===== src/rtl/uart_pkg.sv =====
// uart_pkg: shared parity codes, transmitter FSM encoding and baud divisor helper
package uart_pkg;
    localparam int PARITY_NONE = 0;
    localparam int PARITY_ODD  = 1;
    localparam int PARITY_EVEN = 2;
    typedef enum logic [2:0] {ST_IDLE, ST_START, ST_DATA, ST_PARITY, ST_STOP} state_t;
    // Rounded clock-cycles-per-bit divisor.
    function automatic int clks_per_bit(input longint clk_hz, input longint baud);
        return int'((clk_hz + baud / 2) / baud);
    endfunction
endpackage


===== src/rtl/sync_fifo_fwft.sv =====
// sync_fifo_fwft: synchronous first-word-fall-through FIFO with occupancy count
//   clk, rst          clock, asynchronous active-high reset (empties the FIFO)
//   wr_en, wr_data    write request, ignored while full
//   rd_en, rd_data    read request, ignored while empty; rd_data shows the head whenever !empty
//   full, empty       status from the registered pointers
//   level             number of stored entries
module sync_fifo_fwft #(
    parameter int WIDTH = 8,
    parameter int DEPTH = 16
) (
    input  logic                     clk,
    input  logic                     rst,
    input  logic                     wr_en,
    input  logic [WIDTH-1:0]         wr_data,
    input  logic                     rd_en,
    output logic [WIDTH-1:0]         rd_data,
    output logic                     full,
    output logic                     empty,
    output logic [$clog2(DEPTH):0]   level
);
    localparam int AW = $clog2(DEPTH);
    localparam int PW = AW + 1;
    logic [WIDTH-1:0] mem [DEPTH];
    logic [AW:0] wr_ptr, rd_ptr;
    logic do_wr, do_rd;
    assign do_wr   = wr_en && !full;
    assign do_rd   = rd_en && !empty;
    // Pointers carry an extra wrap bit: equal means empty, only the wrap bit differing means full.
    assign empty   = wr_ptr == rd_ptr;
    assign full    = (wr_ptr ^ rd_ptr) == {1'b1, {AW{1'b0}}};
    assign level   = wr_ptr - rd_ptr;
    assign rd_data = mem[rd_ptr[AW-1:0]];
    always_ff @(posedge clk or posedge rst) begin
        if (rst) begin
            wr_ptr <= '0;
            rd_ptr <= '0;
        end else begin
            wr_ptr <= wr_ptr + PW'(do_wr);
            rd_ptr <= rd_ptr + PW'(do_rd);
        end
    end
    always_ff @(posedge clk) begin
        if (do_wr)
            mem[wr_ptr[AW-1:0]] <= wr_data;
    end
endmodule


===== src/rtl/uart_tx_fifo.sv =====
// uart_tx_fifo: UART transmitter with integrated baud timing and a FWFT transmit FIFO
//   clk         system clock, everything on posedge
//   rst         asynchronous active-high reset; aborts a frame in flight and empties the FIFO
//   s_data      word to transmit, accepted on s_valid && s_ready
//   s_valid     s_data valid
//   s_ready     FIFO not full
//   tx          serial line, idle high
//   busy        a frame is on the line
//   tx_done     pulse on the last cycle of the final stop bit
//   fifo_level  words queued, excluding the frame being sent
module uart_tx_fifo
    import uart_pkg::*;
#(
    parameter int CLK_HZ     = 12000000,
    parameter int BAUD       = 9600,
    parameter int DATA_BITS  = 8,
    parameter int PARITY     = PARITY_NONE,
    parameter int STOP_BITS  = 1,
    parameter int FIFO_DEPTH = 16
) (
    input  logic                         clk,
    input  logic                         rst,
    input  logic [DATA_BITS-1:0]         s_data,
    input  logic                         s_valid,
    output logic                         s_ready,
    output logic                         tx,
    output logic                         busy,
    output logic                         tx_done,
    output logic [$clog2(FIFO_DEPTH):0]  fifo_level
);
    localparam int CPB     = clks_per_bit(CLK_HZ, BAUD);
    localparam int CW      = $clog2(CPB);
    localparam int BW      = $clog2(DATA_BITS);
    localparam bit PAR_EN  = PARITY == PARITY_ODD || PARITY == PARITY_EVEN;
    localparam bit PAR_ODD = PARITY == PARITY_ODD;
    state_t state;
    logic [CW-1:0] baud_cnt;
    logic [BW-1:0] bit_cnt;
    logic [DATA_BITS-1:0] shreg, fifo_data;
    logic par, par_next;
    logic full, empty, pop, bit_end, pre_end, last_data, last_stop;
    assign bit_end   = baud_cnt == CW'(CPB - 1);
    assign pre_end   = baud_cnt == CW'(CPB - 2);
    assign last_data = bit_cnt == BW'(DATA_BITS - 1);
    assign last_stop = bit_cnt == BW'(STOP_BITS - 1);
    assign par_next  = par ^ shreg[0];
    // Pop from idle, or at the very end of the final stop bit so back-to-back frames have no gap.
    assign pop       = !empty && (state == ST_IDLE || (state == ST_STOP && last_stop && bit_end));
    assign busy      = state != ST_IDLE;
    assign s_ready   = !full;
    sync_fifo_fwft #(
        .WIDTH(DATA_BITS),
        .DEPTH(FIFO_DEPTH)
    ) u_fifo (
        .clk    (clk),
        .rst    (rst),
        .wr_en  (s_valid),
        .wr_data(s_data),
        .rd_en  (pop),
        .rd_data(fifo_data),
        .full   (full),
        .empty  (empty),
        .level  (fifo_level)
    );
    always_ff @(posedge clk or posedge rst) begin
        if (rst) begin
            state    <= ST_IDLE;
            baud_cnt <= '0;
            bit_cnt  <= '0;
            shreg    <= '0;
            par      <= 1'b0;
            tx       <= 1'b1;
            tx_done  <= 1'b0;
        end else begin
            // Held at zero while idle so every frame is timed from its own pop.
            baud_cnt <= (state == ST_IDLE || bit_end) ? '0 : baud_cnt + 1'b1;
            // Registered one cycle early so the pulse lands on the last stop cycle.
            tx_done  <= state == ST_STOP && last_stop && pre_end;
            if (pop) begin
                state   <= ST_START;
                shreg   <= fifo_data;
                bit_cnt <= '0;
                par     <= 1'b0;
                tx      <= 1'b0;
            end else if (bit_end) begin
                case (state)
                    ST_START: begin
                        state <= ST_DATA;
                        tx    <= shreg[0];
                    end
                    ST_DATA: begin
                        shreg   <= shreg >> 1;
                        par     <= par_next;
                        bit_cnt <= last_data ? '0 : bit_cnt + 1'b1;
                        state   <= !last_data ? ST_DATA : PAR_EN ? ST_PARITY : ST_STOP;
                        tx      <= !last_data ? shreg[1] : PAR_EN ? par_next ^ PAR_ODD : 1'b1;
                    end
                    ST_PARITY: begin
                        state <= ST_STOP;
                        tx    <= 1'b1;
                    end
                    ST_STOP: begin
                        state   <= last_stop ? ST_IDLE : ST_STOP;
                        bit_cnt <= bit_cnt + 1'b1;
                        tx      <= 1'b1;
                    end
                    default: state <= ST_IDLE;
                endcase
            end
        end
    end
endmodule


===== config.mk =====
export PLATFORM = sky130hd
export DESIGN_NAME = uart_tx_fifo
export DESIGN_NICKNAME = d
export VERILOG_FILES = /design/src/rtl/uart_pkg.sv /design/src/rtl/sync_fifo_fwft.sv /design/src/rtl/uart_tx_fifo.sv
export SDC_FILE = /design/constraint.sdc
export NUM_CORES = 1
export LEC_CHECK = 0
export CELL_PAD_IN_SITES_DETAIL_PLACEMENT = 1
export CELL_PAD_IN_SITES_GLOBAL_PLACEMENT = 2
export CORE_MARGIN = 1.5
export CORE_UTILIZATION = 50
export CTS_CLUSTER_SIZE = 14
export DETAILED_ROUTE_END_ITERATION = 10
export GPL_TIMING_DRIVEN = 0
export PLACE_DENSITY_LB_ADDON = 0.1
export RECOVER_POWER = 100
export SYNTH_ARGS = -nofsm -noshare
export SYNTH_HDL_FRONTEND = slang
export SYNTH_SLANG_ARGS = --single-unit

===== constraint.sdc =====
create_clock -name clk -period 8 [get_ports clk]
set_clock_uncertainty 0.05 [all_clocks]
set_input_delay 2.4 -clock clk [delete_from_list [all_inputs] [get_ports clk]]
set_output_delay 2.4 -clock clk [all_outputs]
set_load 0.02 [all_outputs]

==> results.py <==
metrics = {
    "final_layout": {
        "fin_nets": 489,
        "syn_to_final_growth_pct": 13.3,
        "final_cell_mix": "edfxtp_1 (128), dfrtp_1 (36), nor2_1 (31), mux4_2 (31)",
        "drive_gt1_share_pct": 14.7,
        "final_common_cell": "edfxtp_1",
        "diodes": 0,
        "fin_util_pct": 58.8,
        "fill_cells": 1249,
    },
    "critical_path": {
        "crit_path_end_kind": "output port",
        "slowest_stage": "dlygate4sd3_1",
        "max_stage_delay_ns": 0.71,
        "critical_path.most_common_cell": "clkbuf_1",
        "reg2reg_to": "u_fifo.rd_ptr[4]",
        "cp_max_fo": 10,
        "cp.required_ns": 5.55,
        "r2r_cells": 11,
        "timing.rr.start": "u_fifo.rd_ptr[2]",
        "path_class": "register to output port",
        "crit_arrival_ns": 3.62,
        "r2r_slack_ns": 3.20,
        "startpoint_type": "register",
        "worstPathCellList": "clkbuf_1 > clkbuf_1 > inv_1 > ha_1 > a21o_1 > a21oi_1 > xor2_1 > dlygate4sd3_1",
    },
    "sta": {
        "drv_slew": 0,
        "hold_viol": 0,
        "fin_crit_ns": 6.07,
        "max_freq_ghz": 0.165,
        "setup_viol": 0,
        "post-route-period-util_pct": 75.9,
        "relSlewSlack_pct": 4.11,
        "fin_setup_tns_ns": 0,
        "tightestPinTransition_ns": 1.44,
        "rsz0062_at_grt": "no",
    },
    "power": {
        "finalPower_mw": 2.68,
        "combPwrFrac_pct": 30.1,
        "switching_share_pct": 32.8,
        "ir_drop_uv": 212,
        "clkPwrFrac_pct": 28.2,
        "p_seq_share_pct": 41.7,
        "p_per_area_nw_per_um2": 339,
        "leakagePower_nw": 2.89,
        "internal_power_mw": 1.80,
        "power.switching_mw": 0.879,
    },
    "route": {
        "wl_per_cell_um": 23.0,
        "vias_per_cell": 5.81,
        "ant_nets": 0,
        "drt_iter0_markers": 263,
        "first_pass_iters": 4,
        "remaining_drc_errors": 0,
        "via_count": 3790,
        "routed_wl_um": 15000,
    },
    "synthesis": {
        "ys_types": 44,
        "yosysSeqAreaShare_pct": 68.4,
        "syn_avg_cell_area_um2": 16.6,
        "synth_area_um2": 6980,
        "synth_edf_count": 128,
        "synthCells": 421,
        "synth_warnings": 0,
        "synth_fp_nets": 447,
        "synth-seq-cells": 165,
        "async_flop_share_pct": 22.4,
        "synth-main-ff-cell": "edfxtp_1",
    },
    "placement": {
        "dp_hpwl_um": 10300,
        "gp_congestion": 0.744,
        "io_buffers": 19,
    },
    "cts": {
        "cts-resized-gates": 0,
        "clk_latency_ns": 0.42,
        "htree_levels": 4,
        "cts_made_buffers": 17,
        "clk_pin_slew_ns": 0.06,
        "cts_root_buf": "clkbuf_16",
        "hold_buffers": 0,
        "clk_path_buf_depth": 2,
        "cts.sinks": 165,
        "cts_setup_buffers": 0,
        "cts_tree": "done",
    },
    "hold_path": {
        "hold_path_startpoint": "u_fifo.wr_ptr[4]",
        "hold_class": "register to register",
        "worst_hold_path.num_cells": 1,
        "min_to": "u_fifo.wr_ptr[4]",
    },
    "grt": {
        "antenna_found_initial": 0,
        "grt_usage_pct": 22.6,
        "grt_overflow_total": 0,
        "grt_pass1_wl_um": 23400,
        "grt_max_degree": 38,
        "grt_pass1_vias": 3969,
    },
    "die": {
        "initial_core_util_pct": 51.9,
        "rows": 42,
        "core_um2": 13500,
        "die_y_um": 121,
        "io-pin-count": 20,
        "dieWidth_um": 121,
        "dieArea_um2": 14700,
    },
    "run": {
        "cap_viol_max_count": 0,
    },
    "outcome": {
        "status": "finished, final reports clean",
    },
}
-- layer usage --
metal	track usage [%]	wire length (µm)
met1	33.1	7000
met2	34.2	7050
met3	3.76	602
met4	9.26	327
met5	0	0
-- sequential cells by signal, summed over array words and instances, names as in the netlist --
| register | cells |
|---|---|
| u_fifo.mem | 128 |
| bit_cnt | 3 |
| tx | 1 |
| u_fifo.wr_ptr | 5 |
| baud_cnt | 11 |
| tx_done | 1 |
| state | 3 |
| u_fifo.rd_ptr | 5 |
| shreg | 8 |
-- how the worst max path moves through the flow --
stage,startpoint,endpoint,slack (ns),cells after the start
2_1_floorplan,u_fifo.rd_ptr[2],fifo_level[4],3.62,7
3_3_place_gp,u_fifo.rd_ptr[2],fifo_level[4],2.75,8
3_5_place_dp,u_fifo.rd_ptr[2],fifo_level[4],2.71,8
4_1_cts,u_fifo.rd_ptr[2],fifo_level[4],2.24,8
5_1_grt,u_fifo.rd_ptr[2],fifo_level[4],1.75,8
6_report,u_fifo.rd_ptr[2],fifo_level[4],1.93,8
-- area by class of cell --
cell class | count | area [µm²] | share of cell area, %
sequential | 165 | 4770 | 60.3
multi-input combinational | 217 | 2010 | 25.4
clock buffer | 18 | 429 | 5.43
tap | 176 | 220 | 2.78
timing repair buffer | 23 | 205 | 2.59
clock inverter | 14 | 119 | 1.50
buffer | 20 | 82.6 | 1.04
inverter | 19 | 72.6 | 0.918
-- cells by family (layout without fill, tap and decap cells) --
group                      Yosys count  count (layout)  synth area share, %
buffers and inverters               39              94                 2.37
muxes                               50              50                 12.8
and+or+nand+nor                     90              90                 6.62
adders and majority gates           15              15                 2.80
xor gates and xnor gates            19              19                 2.39
AOI/OAI and AO/OA                   43              43                 4.68
DFF                                165             165                 68.4
-- cell usage after synthesis (all sizes together), types with 9 or more instances --
| master | n | area, µm² |
|---|---|---|
| mux4 | 31 | 698 |
| xor2 | 9 | 78.8 |
| mux2i | 17 | 170 |
| nor2 | 31 | 116 |
| clkbuf | 12 | 46.3 |
| edfxtp | 128 | 3840 |
| inv | 19 | 73.8 |
| dfrtp | 36 | 901 |
| nand2 | 12 | 45.0 |
| ha | 14 | 175 |
| xnor2 | 10 | 87.6 |
| a22o | 14 | 123 |
| nand3 | 13 | 65.1 |
-- per-stage QoR --
stage / hold slack [ns] / cells / setup slack [ns] / instance area, µm²
after floorplan: 0.414 / 421 / 3.62 / 6980
after global placement: 0.430 / 616 / 2.75 / 7390
after detailed placement: 0.435 / 620 / 2.71 / 7440
after CTS: 0.447 / 652 / 2.24 / 7980
after global routing: 0.472 / 652 / 1.75 / 7910
final: 0.440 / 652 / 1.93 / 7910
-- power groups by stage --
stage	sequential, mW	combinational, mW	clock (mW)
after detailed placement	1.14	0.841	0
after global placement	1.13	0.814	0
after global routing	1.13	0.885	0.801
final	1.12	0.806	0.757
after CTS	1.12	0.845	0.769
after floorplan	1.11	0.570	0
-- critical path: cells and delay by family, from the launching register on --
kind / cells / cell delay (ns)
DFF: 1 / 0.33
buffers and inverters: 4 / 1.94
AOI/OAI and AO/OA: 2 / 0.36
adders and majority gates: 1 / 0.40
xor gates and xnor gates: 1 / 0.18
Power figures use the tool's default switching activity.
